[src/rtl/sap_control_sequencer.sv]
// Microcoded control sequencer for the 8-bit bus computer: five-step T-counter,
// opcode decode into bus strobes, ALU flag latch and sticky halt.
module sap_control_sequencer (
  input  logic       clk,
  input  logic       rst_n,
  input  logic [3:0] opcode,
  input  logic       cf_in,
  input  logic       zf_in,
  output logic       pc_inc,
  output logic       pc_out,
  output logic       pc_load,
  output logic       mar_load,
  output logic       ram_out,
  output logic       ram_in,
  output logic       ir_load,
  output logic       ir_out,
  output logic       a_load,
  output logic       a_out,
  output logic       b_load,
  output logic       alu_out,
  output logic       alu_sub,
  output logic       out_load,
  output logic       halted,
  output logic [2:0] step,
  output logic       cf,
  output logic       zf
);

  localparam int unsigned OP_W = 4;

  localparam logic [OP_W-1:0] OP_LDA = 4'h1;
  localparam logic [OP_W-1:0] OP_ADD = 4'h2;
  localparam logic [OP_W-1:0] OP_SUB = 4'h3;
  localparam logic [OP_W-1:0] OP_STA = 4'h4;
  localparam logic [OP_W-1:0] OP_LDI = 4'h5;
  localparam logic [OP_W-1:0] OP_JMP = 4'h6;
  localparam logic [OP_W-1:0] OP_JC  = 4'h7;
  localparam logic [OP_W-1:0] OP_JZ  = 4'h8;
  localparam logic [OP_W-1:0] OP_OUT = 4'hE;
  localparam logic [OP_W-1:0] OP_HLT = 4'hF;

  typedef enum logic [2:0] {
    T0 = 3'd0,
    T1 = 3'd1,
    T2 = 3'd2,
    T3 = 3'd3,
    T4 = 3'd4
  } tstate_e;

  typedef struct packed {
    logic pc_inc;
    logic pc_out;
    logic pc_load;
    logic mar_load;
    logic ram_out;
    logic ram_in;
    logic ir_load;
    logic ir_out;
    logic a_load;
    logic a_out;
    logic b_load;
    logic alu_out;
    logic alu_sub;
    logic out_load;
  } ctrl_t;

  tstate_e state_q, state_d;
  logic    halted_q, halted_d;
  logic    cf_q, cf_d;
  logic    zf_q, zf_d;
  ctrl_t   ctrl;

  // State register: T-counter, halt and latched flags.
  always_ff @(posedge clk or negedge rst_n) begin
    if (!rst_n) begin
      state_q  <= T0;
      halted_q <= 1'b0;
      cf_q     <= 1'b0;
      zf_q     <= 1'b0;
    end else begin
      state_q  <= state_d;
      halted_q <= halted_d;
      cf_q     <= cf_d;
      zf_q     <= zf_d;
    end
  end

  // Next-state: step advances unless halted; HLT parks the counter at T3.
  always_comb begin
    state_d  = state_q;
    halted_d = halted_q;
    cf_d     = cf_q;
    zf_d     = zf_q;
    if (!halted_q) begin
      unique case (state_q)
        T0:      state_d = T1;
        T1:      state_d = T2;
        T2:      state_d = T3;
        T3:      state_d = T4;
        T4:      state_d = T0;
        default: state_d = T0;
      endcase
      if (state_q == T2 && opcode == OP_HLT) begin
        halted_d = 1'b1;
      end
    end
    if (ctrl.alu_out) begin
      cf_d = cf_in;
      zf_d = zf_in;
    end
  end

  // Control word decode; reset and halt force an all-zero word.
  always_comb begin
    ctrl = '0;
    if (rst_n && !halted_q) begin
      unique case (state_q)
        T0: begin
          ctrl.pc_out   = 1'b1;
          ctrl.mar_load = 1'b1;
        end
        T1: begin
          ctrl.ram_out = 1'b1;
          ctrl.ir_load = 1'b1;
          ctrl.pc_inc  = 1'b1;
        end
        T2: begin
          unique case (opcode)
            OP_LDA, OP_ADD, OP_SUB, OP_STA: begin
              ctrl.ir_out   = 1'b1;
              ctrl.mar_load = 1'b1;
            end
            OP_LDI: begin
              ctrl.ir_out = 1'b1;
              ctrl.a_load = 1'b1;
            end
            OP_JMP: begin
              ctrl.ir_out  = 1'b1;
              ctrl.pc_load = 1'b1;
            end
            OP_JC: begin
              ctrl.ir_out  = 1'b1;
              ctrl.pc_load = cf_q;
            end
            OP_JZ: begin
              ctrl.ir_out  = 1'b1;
              ctrl.pc_load = zf_q;
            end
            OP_OUT: begin
              ctrl.a_out    = 1'b1;
              ctrl.out_load = 1'b1;
            end
            default: ctrl = '0;
          endcase
        end
        T3: begin
          unique case (opcode)
            OP_LDA: begin
              ctrl.ram_out = 1'b1;
              ctrl.a_load  = 1'b1;
            end
            OP_ADD, OP_SUB: begin
              ctrl.ram_out = 1'b1;
              ctrl.b_load  = 1'b1;
            end
            OP_STA: begin
              ctrl.a_out  = 1'b1;
              ctrl.ram_in = 1'b1;
            end
            default: ctrl = '0;
          endcase
        end
        T4: begin
          if (opcode == OP_ADD || opcode == OP_SUB) begin
            ctrl.alu_out = 1'b1;
            ctrl.a_load  = 1'b1;
            ctrl.alu_sub = (opcode == OP_SUB);
          end
        end
        default: ctrl = '0;
      endcase
    end
  end

  assign pc_inc   = ctrl.pc_inc;
  assign pc_out   = ctrl.pc_out;
  assign pc_load  = ctrl.pc_load;
  assign mar_load = ctrl.mar_load;
  assign ram_out  = ctrl.ram_out;
  assign ram_in   = ctrl.ram_in;
  assign ir_load  = ctrl.ir_load;
  assign ir_out   = ctrl.ir_out;
  assign a_load   = ctrl.a_load;
  assign a_out    = ctrl.a_out;
  assign b_load   = ctrl.b_load;
  assign alu_out  = ctrl.alu_out;
  assign alu_sub  = ctrl.alu_sub;
  assign out_load = ctrl.out_load;

  assign halted = halted_q;
  assign step   = 3'(state_q);
  assign cf     = cf_q;
  assign zf     = zf_q;

endmodule

[config.mk]
export PLATFORM = sky130hd
export DESIGN_NAME = sap_control_sequencer
export DESIGN_NICKNAME = d
export VERILOG_FILES = /design/src/rtl/sap_control_sequencer.sv
export SDC_FILE = /design/constraint.sdc
export NUM_CORES = 1
export LEC_CHECK = 0
export ABC_AREA = 0
export CORE_ASPECT_RATIO = 0.9
export CORE_UTILIZATION = 38
export CTS_CLUSTER_DIAMETER = 30
export CTS_CLUSTER_SIZE = 8
export DETAILED_ROUTE_END_ITERATION = 7
export PLACE_DENSITY = 0.88
export SETUP_SLACK_MARGIN = 0.4
export SKIP_CTS_REPAIR_TIMING = 1
export SLEW_MARGIN = 20
export SYNTH_ARGS = -nofsm -noshare
export SYNTH_HDL_FRONTEND = slang
export SYNTH_SLANG_ARGS = --single-unit
[constraint.sdc]
create_clock -name clk -period 1.85 [get_ports clk]
set_input_delay 0.37 -clock clk [delete_from_list [all_inputs] [get_ports clk]]
set_output_delay 0.37 -clock clk [all_outputs]
set_load 0.02 [all_outputs]
==> flow_summary.ini, run 1 <==
[outcome]
outcome = stopped before the end
stop_stage = 5_1_grt
error = [ERROR DPL-0033] detailed placement checks failed during check placement.

[logic_synthesis]
syn_area_per_cell_um2 = 7.73
yosys_warnings = 0
synthTopCellsByArea = dfrtp_1 27%, nor3b_1 5.4%, nor2_1 4.7%
synth_area_um2 = 557
synth_top_area_frac = 0.270
syn-num-nets = 80
synth_xor_area_frac = 0.0315
synthFlopType = dfrtp_1
synth_cells = 72
synth_cell_type_count = 29
yosysSeqAreaShare = 0.270
yosys.area_share.simple = 0.387
synth_seq_cells = 6
synth_top_family_by_area = simple AND/OR/NAND/NOR gates
ys_async_sr_fraction = 1.00
synth_compound_area_frac = 0.157
yosys.area_share.adder = 0
synth-edff-count = 0
synth_top_cell_by_area = dfrtp_1
synthMuxAreaShare = 0.0404

[global_route]
grt_max_degree = 10
antenna_found_initial = 0

[floorplan]
ioPinCount = 28
rows = 12
dieHeight_um = 38.3
chipWidth_um = 42.4
initial_core_util = 0.431

[placed_design]
port-buffer-count = 27
placed_cell_area_um2 = 1110
preCtsSetupSlack_ns = -0.849
gp_congestion = 0.819
dp.cells = 130
dp_hpwl_um = 1750

[clocking]
root_buffer = clkbuf_4
numCtsBuffers = 3
clockBufferDepth = 2
cts_num_sinks = 6
htree_levels = 1

[timing]
crit_endpoint = mar_load
worstEndpointType = output port
[logic make-up after synthesis]
group                     after synthesis
AOI/OAI and AO/OA                      13
DFF                                     6
buffers and inverters                  10
xor gates and xnor gates                2
and+or+nand+nor                        39
muxes                                   2
[Yosys cell counts (all sizes together), types with 2 or more instances]
cell    count
nand3       4
o21ai       3
nand4       2
nor3        3
xor2        2
a21oi       5
nor4        2
nand2b      3
mux2        2
nor2        7
nor2b       3
nand2       6
nor3b       4
buf         7
nand4b      2
dfrtp       6
clkbuf      2
[stage by stage]
| step | setup TNS, ns | hold slack [ns] |
|---|---|---|
| 4_1_cts | -9.62 | 0.465 |
| 3_5_place_dp | -9.88 | 0.542 |
| 3_3_place_gp | -9.04 | 0.523 |
| 2_1_floorplan | 0 | 0.0744 |
==> run 2: changes to the inputs <==
--- a/config.mk
+++ b/config.mk
@@ -6,13 +6,10 @@
 export NUM_CORES = 1
 export LEC_CHECK = 0
 export ABC_AREA = 0
-export CORE_ASPECT_RATIO = 0.9
-export CORE_UTILIZATION = 38
-export CTS_CLUSTER_DIAMETER = 30
-export CTS_CLUSTER_SIZE = 8
+export CORE_AREA = 2 2 63 65
 export DETAILED_ROUTE_END_ITERATION = 7
-export PLACE_DENSITY = 0.88
-export SETUP_SLACK_MARGIN = 0.4
+export DIE_AREA = 0 0 65 67
+export PLACE_DENSITY_LB_ADDON = 0.15
 export SKIP_CTS_REPAIR_TIMING = 1
 export SLEW_MARGIN = 20
 export SYNTH_ARGS = -nofsm -noshare
==> run 2 against run 1 <==
- the run now ends clean
- synthesized cell count unchanged
- synthesized area unchanged
==> flow_summary.ini, run 2 <==
[setup_path]
ff2ff_path_depth = 4
startpoint_type = flip-flop
crit_path_top_delay_cell = dfrtp_2
reg2reg_from = step[0]$_DFFE_PN0N_
path_max_fanout = 4
critPathRequiredTime_ns = 1.48
worstPathArrival_ns = 1.47
setup.worst_path.start = halted$_DFF_PN0_
worst_setup_path_end_kind = primary output
crit_type = flip-flop to primary output
crit_chain = nand2b_4 > or3_4 > a21oi_2 > buf_6
cp_slowest_stage_delay_ns = 0.43

[power_and_ir_drop]
p_clk_frac = 0.126
intPower_w = 0.000894
totalPowerFinal_w = 0.00151
irDropWorstVdd_mv = 0.703
swShare = 0.408
p_sw_w = 0.000616
combinationalPowerShare = 0.682
seq_power_share = 0.192
powerDensity_nw_per_um2 = 1290
p_leak_nw = 0.568

[final_layout]
syn_to_final_growth_pct = 110
largest_reg_flops = 3
fin_area_um2 = 1170
antenna_cells = 0
layout.cells.non_filler = 170
final_nets = 132
drive_gt1_frac = 0.566
final_cell_mix = 32 x buf_4, 7 x clkdlybuf4s50_1, 6 x nand2_1, 6 x buf_6
multiInputGateArea_um2 = 437
layout_commonest_cell = buf_4
fillers = 391
seq_area_um2 = 155

[floorplan]
ioPinCount = 28
core_area_um2 = 3610
rows = 22
dieHeight_um = 67
chipWidth_um = 65
die_area_um2 = 4360
initial_core_util = 0.154

[logic_synthesis]
synth_top_family_by_area = simple AND/OR/NAND/NOR gates
synth_top_cell_by_area = dfrtp_1
syn_area_per_cell_um2 = 7.73
synth-edff-count = 0
yosys.area_share.simple = 0.387
ys_async_sr_fraction = 1.00
synth_compound_area_frac = 0.157
yosys_warnings = 0
yosys.area_share.adder = 0
synth_xor_area_frac = 0.0315
synthTopCellsByArea = dfrtp_1 27%, nor3b_1 5.4%, nor2_1 4.7%
synth_top_cells_by_count = 7 x nor2_1, 6 x dfrtp_1, 6 x nand2_1, 5 x a21oi_1
yosysMostFrequentCell = nor2_1
synth_cells = 72
synth_cell_type_count = 29
synth_area_um2 = 557
syn-num-nets = 80
yosysSeqAreaShare = 0.270
synth_seq_cells = 6
synthMuxAreaShare = 0.0404
synthFlopType = dfrtp_1
synth_top_area_frac = 0.270

[clocking]
root_buffer = clkbuf_8
cts_num_sinks = 6
numCtsBuffers = 3
htree_levels = 1
clockBufferDepth = 2
clk_pin_slew_worst_paths_ns = 0.04
cts_tree = yes
clock_latency_ns = 0.22

[hold_path]
min_path_type = input port to async pin

[drt]
drt_iter0_drc = 21
vias_per_cell = 4.06
wl_per_cell_um = 11.7
num_vias = 690
drc = 0
routed_wl_um = 1990
ant_nets = 0
firstDrtPassIters = 2

[timing]
tightest_slew_ns = 0.271
setup_tns_ns = 0
fin_crit_ns = 1.84
finalSetupViolations = 0
grt_setup_unrepaired = yes
max_freq_mhz = 544
report.final.slew_viol_count = 0
slew_headroom = 0.818
hold_viol = 0
fin_worst_skew_ns = 0.00358
timing.final.crit_share = 0.994

[global_route]
grt_pass1_wl_um = 3130
grt_max_degree = 9
grtUsageMet1 = 0.127
grt_util_met3 = 0.0203
antenna_found_initial = 0
gr-usage-met2 = 0.142
grt_pass1_vias = 679
grtUsageTotal = 0.0902
grt-ovfl-total = 0
top_usage_layer = met2

[placed_design]
placed_cell_area_um2 = 1060
dp.cells = 166
dp_hpwl_um = 1580
port-buffer-count = 27
gp_congestion = 0.736

[outcome]
outcome = finished clean

[flow_run]
max_cap_viol_count = 0
[run 2: worst paths after layout]
check	to	slack [ns]
worst max-delay path	ram_out	0.01
worst min-delay path	halted$_DFF_PN0_	0.21
worst max register to register	cf$_DFFE_PN0P_	0.48
worst min register to register	cf$_DFFE_PN0P_	0.55
max in group asynchronous	step[2]$_DFFE_PN0N_	1.51
min in group clk	halted$_DFF_PN0_	0.51
[run 2: layout make-up]
type / count / share of cell area
repair buffers: 56 / 0.403
multi-input cells: 56 / 0.374
flip-flops and latches: 6 / 0.133
well taps: 48 / 0.0514
clock buffers: 3 / 0.0354
inverters: 1 / 0.00322
[run 2: power groups by stage]
stage | logic (W) | clock network [W] | registers [W]
after floorplan | 0.000416 | 0 | 0.000287
after global routing | 0.00112 | 0.000207 | 0.000302
after detailed placement | 0.000956 | 0 | 0.000265
after global placement | 0.000955 | 0 | 0.000269
final | 0.00103 | 0.000190 | 0.000290
after CTS | 0.000959 | 0.000197 | 0.000265
[run 2: routing by layer]
metal	part of all wire	vias to the layer above
met2	0.47	18
met5	0	-
met1	0.48	315
li1	-	357
met4	0	0
met3	0.048	0
[run 2: logic make-up after synthesis]
family	Yosys count
buf+inv	10
xor+xnor	2
flops	6
simple gates	39
compound gates	13
mux	2
[run 2: stage by stage]
step | hold WS [ns] | setup slack (ns) | util
after floorplan | 0.0744 | -0.103 | -
after global placement | 0.525 | -0.864 | 0.295
after detailed placement | 0.517 | -0.890 | 0.295
after CTS | 0.523 | -0.906 | 0.307
after global routing | 0.240 | -0.0411 | 0.324
final | 0.214 | 0.0116 | 0.324
[run 2: critical path: cells and delay by family (launching register included)]
kind            cells  cell delay [ns]
compound gates      1             0.13
flops               1             0.43
buf+inv             1             0.13
simple gates        2             0.56
Power figures use the tool's default switching activity.
